$ cat config.mk
export PLATFORM = sky130hd
export DESIGN_NAME = tt_um_unload
export DESIGN_NICKNAME = d
export VERILOG_FILES = /design/src/rtl/tt_ternary_pkg.sv /design/src/rtl/tt_row_check.sv /design/src/rtl/tt_um_unload.sv
export SDC_FILE = /design/constraint.sdc
export NUM_CORES = 1
export LEC_CHECK = 0
export ABC_CLOCK_PERIOD_IN_PS = 1300
export CAP_MARGIN = 10
export CORE_ASPECT_RATIO = 1.4
export CORE_MARGIN = 2
export CORE_UTILIZATION = 44
export CTS_CLUSTER_DIAMETER = 150
export CTS_CLUSTER_SIZE = 20
export DETAILED_ROUTE_END_ITERATION = 8
export GPL_ROUTABILITY_DRIVEN = 0
export PLACE_DENSITY = 0.76
export RECOVER_POWER = 50
export SYNTH_ARGS = -nofsm -noshare
export SYNTH_HDL_FRONTEND = slang
export SYNTH_SLANG_ARGS = --single-unit
export TNS_END_PERCENT = 5
$ cat constraint.sdc
create_clock -name clk -period 1.3 [get_ports clk]
set_input_delay 0.195 -clock clk [delete_from_list [all_inputs] [get_ports clk]]
set_output_delay 0.195 -clock clk [all_outputs]
set_load 0.1 [all_outputs]
$ cat src/rtl/tt_ternary_pkg.sv
// Shared definitions for the ternary weight unloader: default geometry, FSM states, invalid code.
package tt_ternary_pkg;

  localparam int DEF_MAX_IN_LEN  = 8;
  localparam int DEF_MAX_OUT_LEN = 4;
  localparam int DEF_WIDTH       = 2;

  typedef enum logic [0:0] {
    IDLE = 1'b0,
    SEND = 1'b1
  } state_e;

  // Ternary codes are 00/01/10; all-ones is the one unused pattern.
  localparam logic [1:0] TERNARY_INVALID = 2'b11;

endpackage

$ cat src/rtl/tt_row_check.sv
// Flags any WIDTH-bit field of a row that holds the invalid (all-ones) ternary code.
module tt_row_check
  import tt_ternary_pkg::*;
#(
  parameter int WIDTH      = DEF_WIDTH,
  parameter int MAX_IN_LEN = DEF_MAX_IN_LEN
) (
  input  logic [WIDTH*MAX_IN_LEN-1:0] row,
  output logic                        err
);

  logic [MAX_IN_LEN-1:0][WIDTH-1:0] fields;
  logic [MAX_IN_LEN-1:0]            bad;

  assign fields = row;

  // All-ones generalises the 2-bit invalid code to any field width.
  for (genvar i = 0; i < MAX_IN_LEN; i++) begin : g_field
    assign bad[i] = (fields[i] == {WIDTH{1'b1}});
  end

  assign err = |bad;

endmodule

$ cat src/rtl/tt_um_unload.sv
// Ternary weight unloader: captures a parallel weight bus and streams it out row by row, MS row first.
// Optional field check enabled by defining TERNARY_CHECK_EN.
module tt_um_unload
  import tt_ternary_pkg::*;
#(
  parameter int MAX_IN_LEN  = DEF_MAX_IN_LEN,
  parameter int MAX_OUT_LEN = DEF_MAX_OUT_LEN,
  parameter int WIDTH       = DEF_WIDTH
) (
  input  logic                                  clk,
  input  logic                                  rst,
  input  logic                                  ena,
  input  logic                                  start,
  input  logic [WIDTH*MAX_IN_LEN*MAX_OUT_LEN-1:0] ui_weights,
  output logic [WIDTH*MAX_IN_LEN-1:0]           uo_row,
  output logic                                  uo_valid,
  input  logic                                  ui_ready,
  output logic                                  uo_last,
  output logic                                  uo_busy,
  output logic                                  uo_err
);

  localparam int ROW_W = WIDTH * MAX_IN_LEN;
  localparam int TOT_W = ROW_W * MAX_OUT_LEN;
  localparam int CNT_W = (MAX_OUT_LEN > 1) ? $clog2(MAX_OUT_LEN) : 1;
  localparam logic [CNT_W-1:0] LAST_CNT = CNT_W'(MAX_OUT_LEN - 1);

  state_e             state;
  logic [TOT_W-1:0]   shadow;
  logic [CNT_W-1:0]   cnt;
  logic               xfer;

  assign uo_valid = (state == SEND);
  assign uo_busy  = (state == SEND);
  assign uo_last  = uo_valid && (cnt == LAST_CNT);
  assign uo_row   = shadow[TOT_W-1 -: ROW_W];
  assign xfer     = uo_valid && ui_ready && ena;

  // Shifting left keeps the next row in the MS slot; the shadow drains to zero by the end of a readout.
  always_ff @(posedge clk) begin
    if (rst) begin
      state  <= IDLE;
      shadow <= '0;
      cnt    <= '0;
    end else if (ena) begin
      case (state)
        IDLE: begin
          if (start) begin
            shadow <= ui_weights;
            cnt    <= '0;
            state  <= SEND;
          end
        end
        SEND: begin
          if (xfer) begin
            shadow <= shadow << ROW_W;
            if (uo_last) begin
              cnt   <= '0;
              state <= IDLE;
            end else begin
              cnt <= cnt + CNT_W'(1);
            end
          end
        end
        default: state <= IDLE;
      endcase
    end
  end

`ifdef TERNARY_CHECK_EN
  logic row_err;

  tt_row_check #(
    .WIDTH      (WIDTH),
    .MAX_IN_LEN (MAX_IN_LEN)
  ) u_row_check (
    .row (uo_row),
    .err (row_err)
  );

  assign uo_err = uo_valid && row_err;
`else
  assign uo_err = 1'b0;
`endif

endmodule

==> results.md <==
- The run finished, with violations left.
- The final reports fail on setup timing.
- The count of mapped cells out of synthesis is 332.
- The number of antenna violations at the first check in global routing is 0.
- The number of buffers on the longest clock path is 2.
- After detailed placement, the design holds a cell count of 479.
- The number of nets in the finished design is 469.
- The clock sink count is 67.
- From bottom edge to top edge, the die measures 106 microns.
- At the worst endpoint, the required time is 1110 ps.
- The initial detailed-routing violation count is 215.
- The leakage power of the design is 1.67 nW.
- The wire length of the first global-routing pass is 13,700 microns.
- The path type of the worst min-delay path is in -> reg.
- Max-cap violations in this run came to 0.
- The worst supply voltage drop on vdd is 759 uV.
- Clock skew on the completed layout was measured at 7.63 ps.
- The detailed-route wire length per cell is 17.2 microns.
- For the finished layout, the period the worst path requires is 1370 ps.
- The total congestion overflow after global routing is 0.
- The cell with the most instances on the worst path is sky130_fd_sc_hd__buf_12.
- The routed layout has 2,829 vias.
- Timing would allow up to 0.731 GHz.
- Of the cells placed in the final design, the portion with a size suffix greater than 1 is 0.351.
- From synthesis to final layout, the design area changed by 49.1%.
- The final design instance area without fill is 4910 sq um.
- The post-synth net total is 402.
- The total routing usage reported by global routing is 0.211.
- The setup path with the least slack is of type reg -> out.
- The number of hold violations in the final report is 0.
- The via count of the first global-routing pass came to 2,859.
- Registers take 1350 sq um.
- For the worst setup path, the data arrival time is 1170 ps.
- The share of the clock period used by the worst path is 1.05.
- Summing all multi-input logic gate instances after layout gives 1860 sq um.
- The boundary pin count is 89.
- The critical-path cell with the highest stage delay is sky130_fd_sc_hd__dfxtp_4.
- The detailed-route wire length is 8600 microns.
- The power per standard cell area is 1140 nW/um^2.
- The maximum cell stage delay along the critical path is 390 ps.
- The clock network latency to the later pin of the worst-skew pair is 350 ps.
- Dividing the synthesized area by the synthesized cell count gives 9.92 sq um.
- For this configuration, the core starts out at a cell density of 0.450.
- The number of buffers and inverters on the critical path is 2.
- The site row count is 37.
- The placeable core area is 7310 sq um.
- The number of buffers inserted for hold repair after clock tree synthesis is 0.
- Setup repair after global routing could not meet its margin everywhere.
- The floorplan die width is 77.1 microns.
- The worst setup path is launched from a flop.
- The largest net degree at the start of global routing is 50.
- Counting the fill cells in the layout gives 581.
- The clock transition at the register clock pins on the worst setup and hold paths after CTS is 70 ps.
- The buffer type at the clock tree root is sky130_fd_sc_hd__clkbuf_8.
- The post-placement cell area is 4440 sq um.
- The signal on the critical path passes through buf_12, and2_4, buf_12.
- The Yosys step of the flow raised 0 warnings.
- The total iterations of the first detailed-routing run is 4.
- STA classifies the critical path endpoint as a primary output.
- Among cell families on the critical path, the largest total delay comes from flip-flops.
- In this run, synthesis produced a sequential element count of 67.
- The TritonCTS buffer count is 9.
- The H-tree was split into 3 levels.
- The die covers 8210 sq um.
- 0 antenna diodes ended up in the layout.
- After detailed routing, the number of remaining DRC violations is 0.
- The total count of max-transition violations in the final report is 0.
- The count of nets left with antenna violations once routing finished came out at 0.
- The HPWL after detailed placement is 5480 microns.
- After synthesis the cells add up to 3290 sq um.
- The count of placed standard cells in the final layout, fillers left out is 501.
- In this run the worst path has a maximum fanout of 4.
- The portion of the post-synthesis area used by sequential elements is 0.407.
- Setup violations remaining at the end of the flow were counted as 12.
- The average via count per standard cell is 5.65.
- The number of different library cells in the post-synthesis netlist is 25.
- The number of port buffers is 87.
- The TritonCTS clock tree is done.
- The final worst-path setup slack is -67.5 ps.
[per-stage QoR]
| step | setup slack, ps | hold WS, ps | util | total power, mW | TNS, ps |
|---|---|---|---|---|---|
| after detailed placement | -318 | 466 | 0.607 | 3.80 | -15630 |
| after global routing | -96.4 | 309 | 0.672 | 5.81 | -2170 |
| after CTS | -84.7 | 272 | 0.654 | 5.55 | -238 |
| after floorplan | -296 | 301 | - | 3.29 | -14520 |
| final | -67.5 | 311 | 0.672 | 5.61 | -212 |
| after global placement | -274 | 458 | 0.607 | 3.78 | -14510 |
[path summary, 6_finish.rpt]
| path | end | slack, ps | start | cells past startpoint |
|---|---|---|---|---|
| setup reg to reg | shadow[26] | -20 | uo_busy | 4 |
| hold reg to reg | shadow[0] | 480 | shadow[0] | 2 |
| setup / recovery | uo_last | -70 | uo_busy | 3 |
| hold / removal | cnt[1] | 310 | rst | 2 |
[cell usage in the layout, fill, tap and decap left out, drive strengths merged]
master	netlist	final
dfxtp	67	67
clkdlybuf4s50	0	66
a21oi	66	66
mux2i	49	49
a211oi	48	48
buf	37	44
o21ai	18	18
nand4b	17	17
clkbuf	18	9
clkinv	0	4
inv	1	2
and2	1	1
nor2	1	1
mux2	1	1
nand2	1	1
nand3b	1	1
a31oi	1	1
a311oi	1	1
nor2b	1	1
nand4	1	1
ha	1	1
conb	1	1
bufinv	0	1
clkinvlp	0	1
bufbuf	0	1
[area by class of cell]
type	instances	share of cell area
clock buffer	9	0.0252
clock inverter	7	0.0138
inverter	1	0.000764
multi-input combinational	209	0.380
sequential	67	0.274
tap	97	0.0247
timing repair buffer	111	0.282
[state kept, by name, summed over array words and instances (netlist names)]
signal / cells
cnt: 2
shadow: 64
uo_busy: 1
[cells in the mapped netlist]
cell	n	area [sq um]
sky130_fd_sc_hd__buf_1	2	7.51
sky130_fd_sc_hd__buf_2	9	45.0
sky130_fd_sc_hd__a211oi_2	20	250
sky130_fd_sc_hd__a311oi_1	1	8.76
sky130_fd_sc_hd__clkbuf_1	18	67.6
sky130_fd_sc_hd__and2_1	1	6.26
sky130_fd_sc_hd__conb_1	1	3.75
sky130_fd_sc_hd__mux2_2	1	11.3
sky130_fd_sc_hd__dfxtp_1	67	1340
sky130_fd_sc_hd__a211oi_1	28	210
sky130_fd_sc_hd__a31oi_1	1	6.26
sky130_fd_sc_hd__buf_6	6	67.6
sky130_fd_sc_hd__buf_4	20	150
sky130_fd_sc_hd__nand4b_1	17	149
sky130_fd_sc_hd__o21ai_0	18	90.1
sky130_fd_sc_hd__nand3b_1	1	7.51
sky130_fd_sc_hd__nand4_1	1	6.26
sky130_fd_sc_hd__a21oi_1	66	330
sky130_fd_sc_hd__mux2i_1	48	480
sky130_fd_sc_hd__ha_1	1	12.5
sky130_fd_sc_hd__nor2b_1	1	6.26
sky130_fd_sc_hd__nand2_1	1	3.75
sky130_fd_sc_hd__mux2i_4	1	22.5
sky130_fd_sc_hd__nor2_2	1	6.26
sky130_fd_sc_hd__inv_1	1	3.75
[cells by family (layout without fill, tap and decap cells)]
family	Yosys count	after routing	synth area share
other cells	1	1	0.00114
fa+ha+maj	1	1	0.00380
compound gates	134	134	0.272
simple gates	23	23	0.0562
mux	50	50	0.156
flops	67	67	0.407
buf+inv	56	128	0.104
[report_power, final]
group / switching [mW] / internal (mW) / leakage (nW) / total [mW]
clock: 0.821 / 0.878 / 0.0993 / 1.70
combinational: 0.857 / 0.735 / 1.02 / 1.59
sequential: 0.118 / 2.20 / 0.553 / 2.31
total: 1.80 / 3.81 / 1.67 / 5.61
[worst register-to-register path, stage by stage, from the launching register on]
cell and delay, ps:
sky130_fd_sc_hd__dfxtp_4 390, sky130_fd_sc_hd__buf_4 150, sky130_fd_sc_hd__buf_16 230, sky130_fd_sc_hd__mux2i_2 330, sky130_fd_sc_hd__a211oi_2 100
[what timing repair did]
item | in CTS | in global routing
resized for setup | 13 | 31
pin swaps | 1 | 0
setup endpoints to repair | 4 | 64
gates cloned | 1 | 0
setup buffers | 5 | 0
[metal layers]
layer | up-vias | GRT usage | part of all wire
li1 | 1371 | - | -
met1 | 1358 | 0.257 | 0.41
met2 | 81 | 0.350 | 0.53
met3 | 19 | 0.0399 | 0.039
met4 | 0 | 0.114 | 0.025
met5 | - | 0 | 0
No activity file was read; power rests on OpenSTA's default activity.
